===== src/rtl/dom_share_encoder.sv =====
// Boolean masking source: splits an unmasked word into SHARES shares using
// fresh randomness gathered over a valid/ready handshake. All outputs are
// registered, so plaintext never reaches the share outputs combinationally.
module dom_share_encoder #(
  parameter int unsigned WIDTH  = 8,
  parameter int unsigned SHARES = 2
) (
  input  logic                    clk_i,
  input  logic                    rst_i,
  input  logic [WIDTH-1:0]        data_i,
  input  logic                    valid_i,
  output logic                    ready_o,
  input  logic [WIDTH-1:0]        rnd_i,
  input  logic                    rnd_valid_i,
  output logic                    rnd_ready_o,
  output logic [SHARES*WIDTH-1:0] shares_o,
  output logic                    valid_o,
  input  logic                    ready_i
);

  localparam int unsigned     CntW    = $clog2(SHARES) + 1;
  localparam logic [CntW-1:0] LastCnt = CntW'(SHARES - 1);

  typedef enum logic [1:0] {StIdle, StGather, StEmit} state_e;

  state_e                  state_q, state_d;
  logic                    ready_q, ready_d;
  logic                    rnd_ready_q, rnd_ready_d;
  logic                    valid_q, valid_d;
  logic [SHARES*WIDTH-1:0] shares_q, shares_d;
  logic [SHARES*WIDTH-1:0] shares_load;
  logic [CntW-1:0]         cnt_q, cnt_d;
  logic [WIDTH-1:0]        acc_q, acc_d;
  logic                    in_hs, rnd_hs, out_hs, last_hs;

  assign in_hs   = valid_i & ready_q;
  assign rnd_hs  = rnd_valid_i & rnd_ready_q;
  assign out_hs  = valid_q & ready_i;
  assign last_hs = rnd_hs & (cnt_q == LastCnt);

  // Middle shares (1..SHARES-2) are parked in slots until the final word arrives.
  if (SHARES > 2) begin : g_slots
    logic [SHARES-2:1][WIDTH-1:0] slot_q, slot_d;

    // Capture each non-final random word into the slot selected by the counter.
    always_comb begin
      slot_d = slot_q;
      for (int k = 1; k < int'(SHARES) - 1; k++) begin
        if (rnd_hs && (cnt_q == CntW'(k))) begin
          slot_d[k] = rnd_i;
        end
      end
    end

    // Slot storage, cleared on reset so aborted randomness is discarded.
    always_ff @(posedge clk_i or posedge rst_i) begin
      if (rst_i) begin
        slot_q <= '0;
      end else begin
        slot_q <= slot_d;
      end
    end

    assign shares_load = {rnd_i, slot_q, acc_q ^ rnd_i};
  end else begin : g_no_slots
    assign shares_load = {rnd_i, acc_q ^ rnd_i};
  end

  // State and datapath registers.
  always_ff @(posedge clk_i or posedge rst_i) begin
    if (rst_i) begin
      state_q     <= StIdle;
      ready_q     <= 1'b1;
      rnd_ready_q <= 1'b0;
      valid_q     <= 1'b0;
      shares_q    <= '0;
      cnt_q       <= '0;
      acc_q       <= '0;
    end else begin
      state_q     <= state_d;
      ready_q     <= ready_d;
      rnd_ready_q <= rnd_ready_d;
      valid_q     <= valid_d;
      shares_q    <= shares_d;
      cnt_q       <= cnt_d;
      acc_q       <= acc_d;
    end
  end

  // Next-state logic.
  always_comb begin
    state_d = state_q;
    unique case (state_q)
      StIdle:   if (in_hs)   state_d = StGather;
      StGather: if (last_hs) state_d = StEmit;
      StEmit:   if (out_hs)  state_d = StIdle;
      default:  state_d = StIdle;
    endcase
  end

  // Next values of the registered outputs, accumulator and counter.
  always_comb begin
    ready_d     = ready_q;
    rnd_ready_d = rnd_ready_q;
    valid_d     = valid_q;
    shares_d    = shares_q;
    cnt_d       = cnt_q;
    acc_d       = acc_q;
    unique case (state_q)
      StIdle: begin
        if (in_hs) begin
          acc_d       = data_i;
          cnt_d       = CntW'(1);
          ready_d     = 1'b0;
          rnd_ready_d = 1'b1;
        end
      end
      StGather: begin
        if (last_hs) begin
          // All shares land in one edge; the accumulator is wiped once used.
          shares_d    = shares_load;
          acc_d       = '0;
          cnt_d       = '0;
          valid_d     = 1'b1;
          rnd_ready_d = 1'b0;
        end else if (rnd_hs) begin
          acc_d = acc_q ^ rnd_i;
          cnt_d = cnt_q + CntW'(1);
        end
      end
      StEmit: begin
        if (out_hs) begin
          valid_d = 1'b0;
          ready_d = 1'b1;
        end
      end
      default: begin
        ready_d     = 1'b1;
        rnd_ready_d = 1'b0;
        valid_d     = 1'b0;
        cnt_d       = '0;
        acc_d       = '0;
      end
    endcase
  end

  assign ready_o     = ready_q;
  assign rnd_ready_o = rnd_ready_q;
  assign valid_o     = valid_q;
  assign shares_o    = shares_q;

endmodule


===== config.mk =====
export PLATFORM = sky130hd
export DESIGN_NAME = dom_share_encoder
export DESIGN_NICKNAME = d
export VERILOG_FILES = /design/src/rtl/dom_share_encoder.sv
export SDC_FILE = /design/constraint.sdc
export NUM_CORES = 1
export LEC_CHECK = 0
export CAP_MARGIN = 20
export CELL_PAD_IN_SITES_DETAIL_PLACEMENT = 2
export CELL_PAD_IN_SITES_GLOBAL_PLACEMENT = 2
export CORE_MARGIN = 2
export CORE_UTILIZATION = 39
export DETAILED_ROUTE_END_ITERATION = 10
export DONT_BUFFER_PORTS = 1
export PLACE_DENSITY = 0.74
export SYNTH_ARGS = -nofsm -noshare
export SYNTH_HDL_FRONTEND = slang
export SYNTH_SLANG_ARGS = --single-unit

===== constraint.sdc =====
create_clock -name clk_i -period 2 [get_ports clk_i]
set_clock_uncertainty 0.15 [all_clocks]
set_input_delay 0.4 -clock clk_i [delete_from_list [all_inputs] [get_ports clk_i]]
set_output_delay 0.4 -clock clk_i [all_outputs]
set_load 0.005 [all_outputs]

==> results of run 1 <==
[kinds of logic (layout without fill, tap and decap cells)]
family                 after synthesis  in the layout  synth area share (%)
AOI/OAI and AO/OA                   36             36                 17.16
buffers and inverters               10             17                 3.120
muxes                               16             16                 12.48
and+or+nand+nor                     57             57                 21.10
DFF                                 31             31                 46.14
[where the power goes]
part	total (W)	switching, W	internal [W]
clock network	0.000553	0.000239	0.000314
registers	0.000627	0	0.000627
logic	0.0000348	0.0000206	0.0000142
[critical path, delay by kind of cell (launching register included)]
family	cells	cell delay, ns
flops	1	0.60
simple gates	2	0.55
mux	1	0.39
[synthesized netlist by cell type]
library cell   n  area (sq um)
a21o_1         1         7.510
a21oi_1        1         5.000
a2bb2oi_1      9         78.83
a32oi_1        8         70.07
and2_1         1         6.260
and3_1         1         6.260
and3_2         1         7.510
and3b_1        1         8.760
and4b_1        1         10.01
buf_1          1         3.750
buf_2          2         10.01
buf_4          1         7.510
buf_6          1         11.26
clkbuf_1       2         7.510
clkbuf_2       1         5.000
dfrtp_1       30         750.7
dfstp_2        1         26.28
inv_1          2         7.510
mux2_2         8         90.09
mux2_4         8         120.1
nand2_1       12         45.04
nand2b_1      16         100.1
nand3_1        1         5.000
nand3b_1       1         7.510
nand3b_4       1         20.02
nand4b_1       1         8.760
nor2_1         1         3.750
nor2b_1       18         112.6
nor2b_4        1         13.76
o211a_1        1         10.01
o21ai_0        4         20.02
o21ai_1        1         5.000
o221ai_1       8         70.07
o22a_1         1         8.760
o22ai_1        1         6.260
o31ai_1        1         7.510
[flip-flops by register name (all words and copies together) (netlist names)]
signal,cells
shares_o,16
state_q,2
ready_o,1
acc_q,8
valid_o,1
rnd_ready_o,1
cnt_q,2
[worst min path at each step]
stage | to | slack, ns
6_report | shares_o[15] | 0.11
2_1_floorplan | valid_o | 0.33
3_3_place_gp | shares_o[8] | 0.24
4_1_cts | shares_o[15] | 0.11
3_5_place_dp | shares_o[8] | 0.26
5_1_grt | shares_o[14] | 0.1
[layer usage]
metal / up-vias / GRT usage [%] / wire [um]
met5: - / 0 / 0
li1: 565 / - / -
met1: 645 / 24.75 / 1923
met4: 0 / 6.410 / 55
met3: 6 / 5.669 / 210
met2: 28 / 33.65 / 2260
[through the flow]
| step | hold slack [ns] | cell area, sq um | total power, W |
|---|---|---|---|
| after global placement | 0.2443 | 1752 | 0.0006722 |
| after floorplan | 0.3310 | 1684 | 0.0006615 |
| final | 0.1145 | 1872 | 0.001215 |
| after global routing | 0.09999 | 1872 | 0.001266 |
| after detailed placement | 0.2603 | 1752 | 0.0006734 |
| after CTS | 0.1076 | 1862 | 0.001230 |
[final cells by class]
class                      instances  area, sq um
clock buffer                       8        100.1
fill                             420         2215
inverter                           2        7.507
multi-input combinational        109        857.1
sequential                        31        777.0
tap                               50        62.56
timing repair buffer               7        67.56
[repair_timing]
item,in CTS,in global routing
gates resized for setup,0,1
hold buffers,1,0
endpoints found under the hold margin,13,0
setup buffers,0,1
setup endpoints to repair,0,9
==> run summary, run 1 <==
Critical Path RT - 2.01 ns
Clock sinks - 31
FF+latch count, synth - 31
Worst setup SP type - flop
Final slew viol count - 0
Post-DP HPWL - 3038 um
Sum Neg Setup Slack - 0 ns
Clk Latency, worst-skew pair - 0.28 ns
Final Hold Vio Count - 0
Setup CP Type - reg -> reg
Initial Utilization - 41.21%
Reg clk slew, reported paths - 0.07 ns
R2R Path End - shares_o[13]
First-pass GRT wire length - 7555 um
Cell Rows - 23
Fin crit share - 91.18%
Crit-path max cell delay - 0.60 ns
Final Util - 45.81%
DR WL/cell - 21.50 um
Yosys warns - 0
Initial DRC Count - 65
Worst path cell trace - nor2b_4 -> nand3b_4 -> mux2_4
Minimum clock period - 1.824 ns
Clk buf depth - 2
Synthesized area per cell - 11.23 sq um
Critical Path End Type - flop
Routed Antenna Nets - 0
Largest net degree at the start of global routing - 19
Vias in the first global route - 1440
DR vias/cell - 6.010
Setup violations, final - 0
Finished Layout Cells - 207
GR Util All Layers - 19.99%
Worst setup path startpoint - state_q[0]
FF-to-FF path depth - 3
Post-Route WL - 4450 um
Pwr dens - 649.0 nW/um^2
CTS Root Cell - clkbuf_8
Hold Path Depth - 1
Slew headroom - 56.63%
DRC - 0
CTS H-tree depth - 2
Crit path DAT - 1.84 ns
Post-synth net total - 171
Post-synthesis cell area - 1684 sq um
Number of antenna violations at the first check in global routing - 0
Reg2Reg Launch Point - state_q[0]
Status - completed
Core area - 4086 sq um
Slew @ Worst Pin - 0.6499 ns
I/O Pins - 40
Placed insts - 197
Die Width - 69.72 um
CTS buffer count - 5
Die area - 4860 sq um
CP max-delay cell - dfrtp_1
Pre-CTS setup slack - 0.07189 ns
Fmax - 548.3 MHz
Commonest non-fill, non-tap cells in the layout - 30 x dfrtp_1, 18 x nor2b_1, 16 x nand2b_1, 11 x nand2_1, 9 x a2bb2oi_1
PortBufs - 0
PnR worst setup slack - 0.1763 ns
Register-to-Register Setup Slack - 0.18 ns
Die height - 69.72 um
DR vias - 1244
Leak pwr - 0.8420 nW
CP Capture Point - shares_o[13]
Layout overhead on the synthesized area - 11.14%
RSZ-0062 raised after global routing - false
Max-cap viol count - 0
Distinct cells, synth - 36
Type of the most critical hold path - in -> reg
Post-synthesis cell count - 150
Gp weighted congestion - 0.7342
Crit path max fanout - 18
Most common cell after layout, fill and taps aside - dfrtp_1
Worst vdd ir - 413.1 uV
Grt ovf - 0
Register area share after synthesis - 46.14%
Hold path startpoint - rnd_i[7]
Nets@finish - 177
Share of layout cells above drive strength 1 - 21.66%
Antenna cells - 0
Initial DRT Pass Iterations - 4
CTS tree - yes
(Power assumes the default switching activity.)
==> run 2, diff against run 1 <==
--- a/config.mk
+++ b/config.mk
@@ -13,6 +13,7 @@
 export DETAILED_ROUTE_END_ITERATION = 10
 export DONT_BUFFER_PORTS = 1
 export PLACE_DENSITY = 0.74
+export SKIP_LAST_GASP = 1
 export SYNTH_ARGS = -nofsm -noshare
 export SYNTH_HDL_FRONTEND = slang
 export SYNTH_SLANG_ARGS = --single-unit
==> results of run 2 <==
Same layout as run 1: the final DEF is identical, and so are final timing and power.
==> run 3, diff against run 2 <==
--- a/config.mk
+++ b/config.mk
@@ -5,11 +5,12 @@
 export SDC_FILE = /design/constraint.sdc
 export NUM_CORES = 1
 export LEC_CHECK = 0
+export ABC_AREA = 1
 export CAP_MARGIN = 20
 export CELL_PAD_IN_SITES_DETAIL_PLACEMENT = 2
 export CELL_PAD_IN_SITES_GLOBAL_PLACEMENT = 2
 export CORE_MARGIN = 2
-export CORE_UTILIZATION = 39
+export CORE_UTILIZATION = 34
 export DETAILED_ROUTE_END_ITERATION = 10
 export DONT_BUFFER_PORTS = 1
 export PLACE_DENSITY = 0.74
==> run 3 against run 2 <==
  * Synthesized area down 10%
  * Sequential share of layout area is 5.8 points higher
  * Cell count rose by 26%
  * Critical path type unchanged
  * Total power down 6.4%
  * Synthesized cell count up 35%
  * Via count increased by 2.2%
  * Largest power group unchanged
  * Non-clock buffer count decreased by 3
==> run summary, run 3 <==
Status - completed (unchanged)
Minimum clock period - 1.756 ns (was 1.824 ns)
First-pass GRT wire length - 6900 um (was 7555 um)
DRC - 0 (unchanged)
Uppermost layer routed - met4 (unchanged)
Top cells by count, synth - 84 x nand2_1, 30 x dfrtp_1, 30 x inv_1 (was 30 x dfrtp_1, 18 x nor2b_1, 16 x nand2b_1)
Worst path cell trace - nand2_1 -> o21ai_0 -> nand2_2 -> inv_2 -> nand2_1 -> nand2_1 (was nor2b_4 -> nand3b_4 -> mux2_4)
Gp weighted congestion - 0.7428 (was 0.7342)
CTS H-tree depth - 2 (unchanged)
Post-synthesis cell area - 1508 sq um (was 1684 sq um)
Grt ovf - 0 (unchanged)
Share of layout cells above drive strength 1 - 9.091% (was 21.66%)
Fmax - 569.4 MHz (was 548.3 MHz)
DR vias - 1271 (was 1244)
Number of synthesized flops with an enable pin - 0 (unchanged)
Post-Route WL - 3909 um (was 4450 um)
Worst vdd ir - 286.8 uV (was 413.1 uV)
Register area share after synthesis - 51.54% (was 46.14%)
Multi-input gate area - 564.3 sq um (was 857.1 sq um)
Post-synth net total - 224 (was 171)
Type of the most critical hold path - in -> reg (unchanged)
RSZ-0062 raised after global routing - false (unchanged)
Initial DRC Count - 24 (was 65)
Crit-path max cell delay - 0.57 ns (was 0.60 ns)
Distinct cells, synth - 17 (was 36)
Post-DP HPWL - 2895 um (was 3038 um)
DR vias/cell - 4.870 (was 6.010)
Yosys warns - 0 (unchanged)
Nets@finish - 229 (was 177)
Core area - 4324 sq um (was 4086 sq um)
DR WL met2 - 2025 um (was 2260 um)
Die height - 70.59 um (was 69.72 um)
Worst hold slack - 0.1337 ns (was 0.1145 ns)
Post-synth top flop - dfrtp_1 (unchanged)
Register area - 777.0 sq um (unchanged)
Reg clk slew, reported paths - 0.06 ns (was 0.07 ns)
Filler cells - 530 (was 420)
Yosys top cell area share - 49.79% (was 44.58%)
Sum Neg Setup Slack - 0 ns (unchanged)
Die area - 4983 sq um (was 4860 sq um)
Initial DRT Pass Iterations - 2 (was 4)
Routed Antenna Nets - 0 (unchanged)
CTS buffer count - 5 (unchanged)
CP max-delay cell - dfstp_2 (was dfrtp_1)
Final Util - 37.99% (was 45.81%)
Layout overhead on the synthesized area - 8.963% (was 11.14%)
Antenna cells - 0 (unchanged)
Register-to-Register Setup Slack - 0.24 ns (was 0.18 ns)
Slew @ Worst Pin - 0.4106 ns (was 0.6499 ns)
Initial Utilization - 34.87% (was 41.21%)
Slew headroom - 72.62% (was 56.63%)
Final slew viol count - 0 (unchanged)
Max-cap viol count - 0 (unchanged)
Met1 WL - 1630 um (was 1923 um)
Commonest non-fill, non-tap cells in the layout - 84 x nand2_1, 30 x inv_1, 30 x dfrtp_1, 11 x nor2_1, 11 x nand3_1 (was 30 x dfrtp_1, 18 x nor2b_1, 16 x nand2b_1, 11 x nand2_1, 9 x a2bb2oi_1)
Clk Latency, worst-skew pair - 0.27 ns (was 0.28 ns)
Design Power - 0.001137 W (was 0.001215 W)
Most common cell after layout, fill and taps aside - nand2_1 (was dfrtp_1)
Number of antenna violations at the first check in global routing - 0 (unchanged)
CTS-repair resized insts - 0 (unchanged)
Worst setup SP type - flop (unchanged)
I/O Pins - 40 (unchanged)
Post-synthesis cell count - 203 (was 150)
Clock sinks - 31 (unchanged)
PortBufs - 0 (unchanged)
Largest area contributor in the netlist - dfrtp_1 (unchanged)
DR WL/cell - 14.98 um (was 21.50 um)
Setup Fix Bufs, Post-CTS - 0 (unchanged)
Critical Path End Type - flop (unchanged)
Post-synth ARST share - 100.0% (unchanged)
Area contributors post-synth - dfrtp_1 50%, nand2_1 21%, inv_1 7.5% (was dfrtp_1 45%, mux2_4 7.1%, nor2b_1 6.7%)
Setup violations, final - 0 (unchanged)
Max reg flops - 16 (unchanged)
Die Width - 70.59 um (was 69.72 um)
FF+latch count, synth - 31 (unchanged)
CTS tree - yes (unchanged)
Vias in the first global route - 1409 (was 1440)
Most common cell in the synthesized netlist - nand2_1 (was dfrtp_1)
Leak pwr - 0.9249 nW (was 0.8420 nW)
CTS Root Cell - clkbuf_8 (unchanged)
Crit path max fanout - 12 (was 18)
Met3 routed WL - 191 um (was 210 um)
Most used cell, CP - nand2_1
Critical Path RT - 2.07 ns (was 2.01 ns)
Setup CP Type - reg -> reg (unchanged)
Cell Rows - 24 (was 23)
Crit path DAT - 1.83 ns (was 1.84 ns)
Synthesized area per cell - 7.427 sq um (was 11.23 sq um)
Fin crit share - 87.81% (was 91.18%)
Final Hold Vio Count - 0 (unchanged)
Pwr dens - 691.8 nW/um^2 (was 649.0 nW/um^2)
Largest net degree at the start of global routing - 35 (was 19)
Clk buf depth - 2 (unchanged)
GR Util All Layers - 18.01% (was 19.99%)
[run 3: changes by cell type after synthesis, sizes merged, moves of 8 or more]
cell | before | now
mux2 | 16 | 0
a32oi | 8 | 0
o221ai | 8 | 0
nand2 | 12 | 88
nand2b | 16 | 0
nor2b | 19 | 0
a2bb2oi | 9 | 0
nor2 | 1 | 12
nand3 | 1 | 12
inv | 2 | 33
[run 3: stage by stage]
stage | setup WS, ns | cells | cell area, sq um
final | 0.2438 | 261 | 1643
after global routing | 0.04920 | 261 | 1643
after CTS | 0.2120 | 261 | 1643
after detailed placement | 0.2324 | 252 | 1553
after global placement | 0.3546 | 252 | 1553
after floorplan | 0.5707 | 203 | 1508
[run 3: path summary, 6_finish.rpt]
kind,from,end,cells after the start
setup / recovery,ready_o,acc_q[3],6
hold / removal,rnd_i[5],shares_o[13],2
setup reg to reg,ready_o,acc_q[3],6
hold reg to reg,shares_o[9],shares_o[9],2
max in group asynchronous,rst_i,ready_o,3
min in group asynchronous,rst_i,shares_o[11],3
[run 3: area by class of cell]
| class | instances | share of cell area, % |
|---|---|---|
| Multi-Input combinational cell | 133 | 34.35 |
| Clock buffer | 8 | 4.874 |
| Timing Repair Buffer | 4 | 1.980 |
| Tap cell | 52 | 3.960 |
| Sequential cell | 31 | 47.30 |
| Inverter | 33 | 7.540 |
[run 3: report_power, final]
| group | switching (W) | internal [W] |
|---|---|---|
| registers | 0 | 0.000627 |
| logic | 0.0000285 | 0.0000120 |
| clock network | 0.000222 | 0.000247 |
[run 3: cells by family (layout without fill, tap and decap cells)]
kind of cell / count (synthesis) / count (layout) / share of synthesized area [%]
AO/OA/AOI/OAI: 21 / 21 / 7.386
flip-flops: 31 / 31 / 51.54
AND/OR/NAND/NOR: 112 / 112 / 30.04
buffers and inverters: 39 / 45 / 11.04
[run 3: worst max-delay path: cells and delay by family, from the launching register on]
| family | cells | cell delay, ns |
|---|---|---|
| simple gates | 4 | 0.47 |
| compound gates | 1 | 0.30 |
| flops | 1 | 0.57 |
| buf+inv | 1 | 0.22 |
[run 3: repair_timing]
| item | CTS | global route |
|---|---|---|
| setup endpoints to repair | 0 | 0 |
| hold buffers | 1 | 0 |
| hold endpoints to repair | 30 | 0 |
[run 3: metal layers]
metal | track usage (%) | vias to the layer above
li1 | - | 619
met1 | 21.40 | 626
met2 | 30.61 | 22
met3 | 5.698 | 4
met4 | 6.918 | 0
met5 | 0 | -
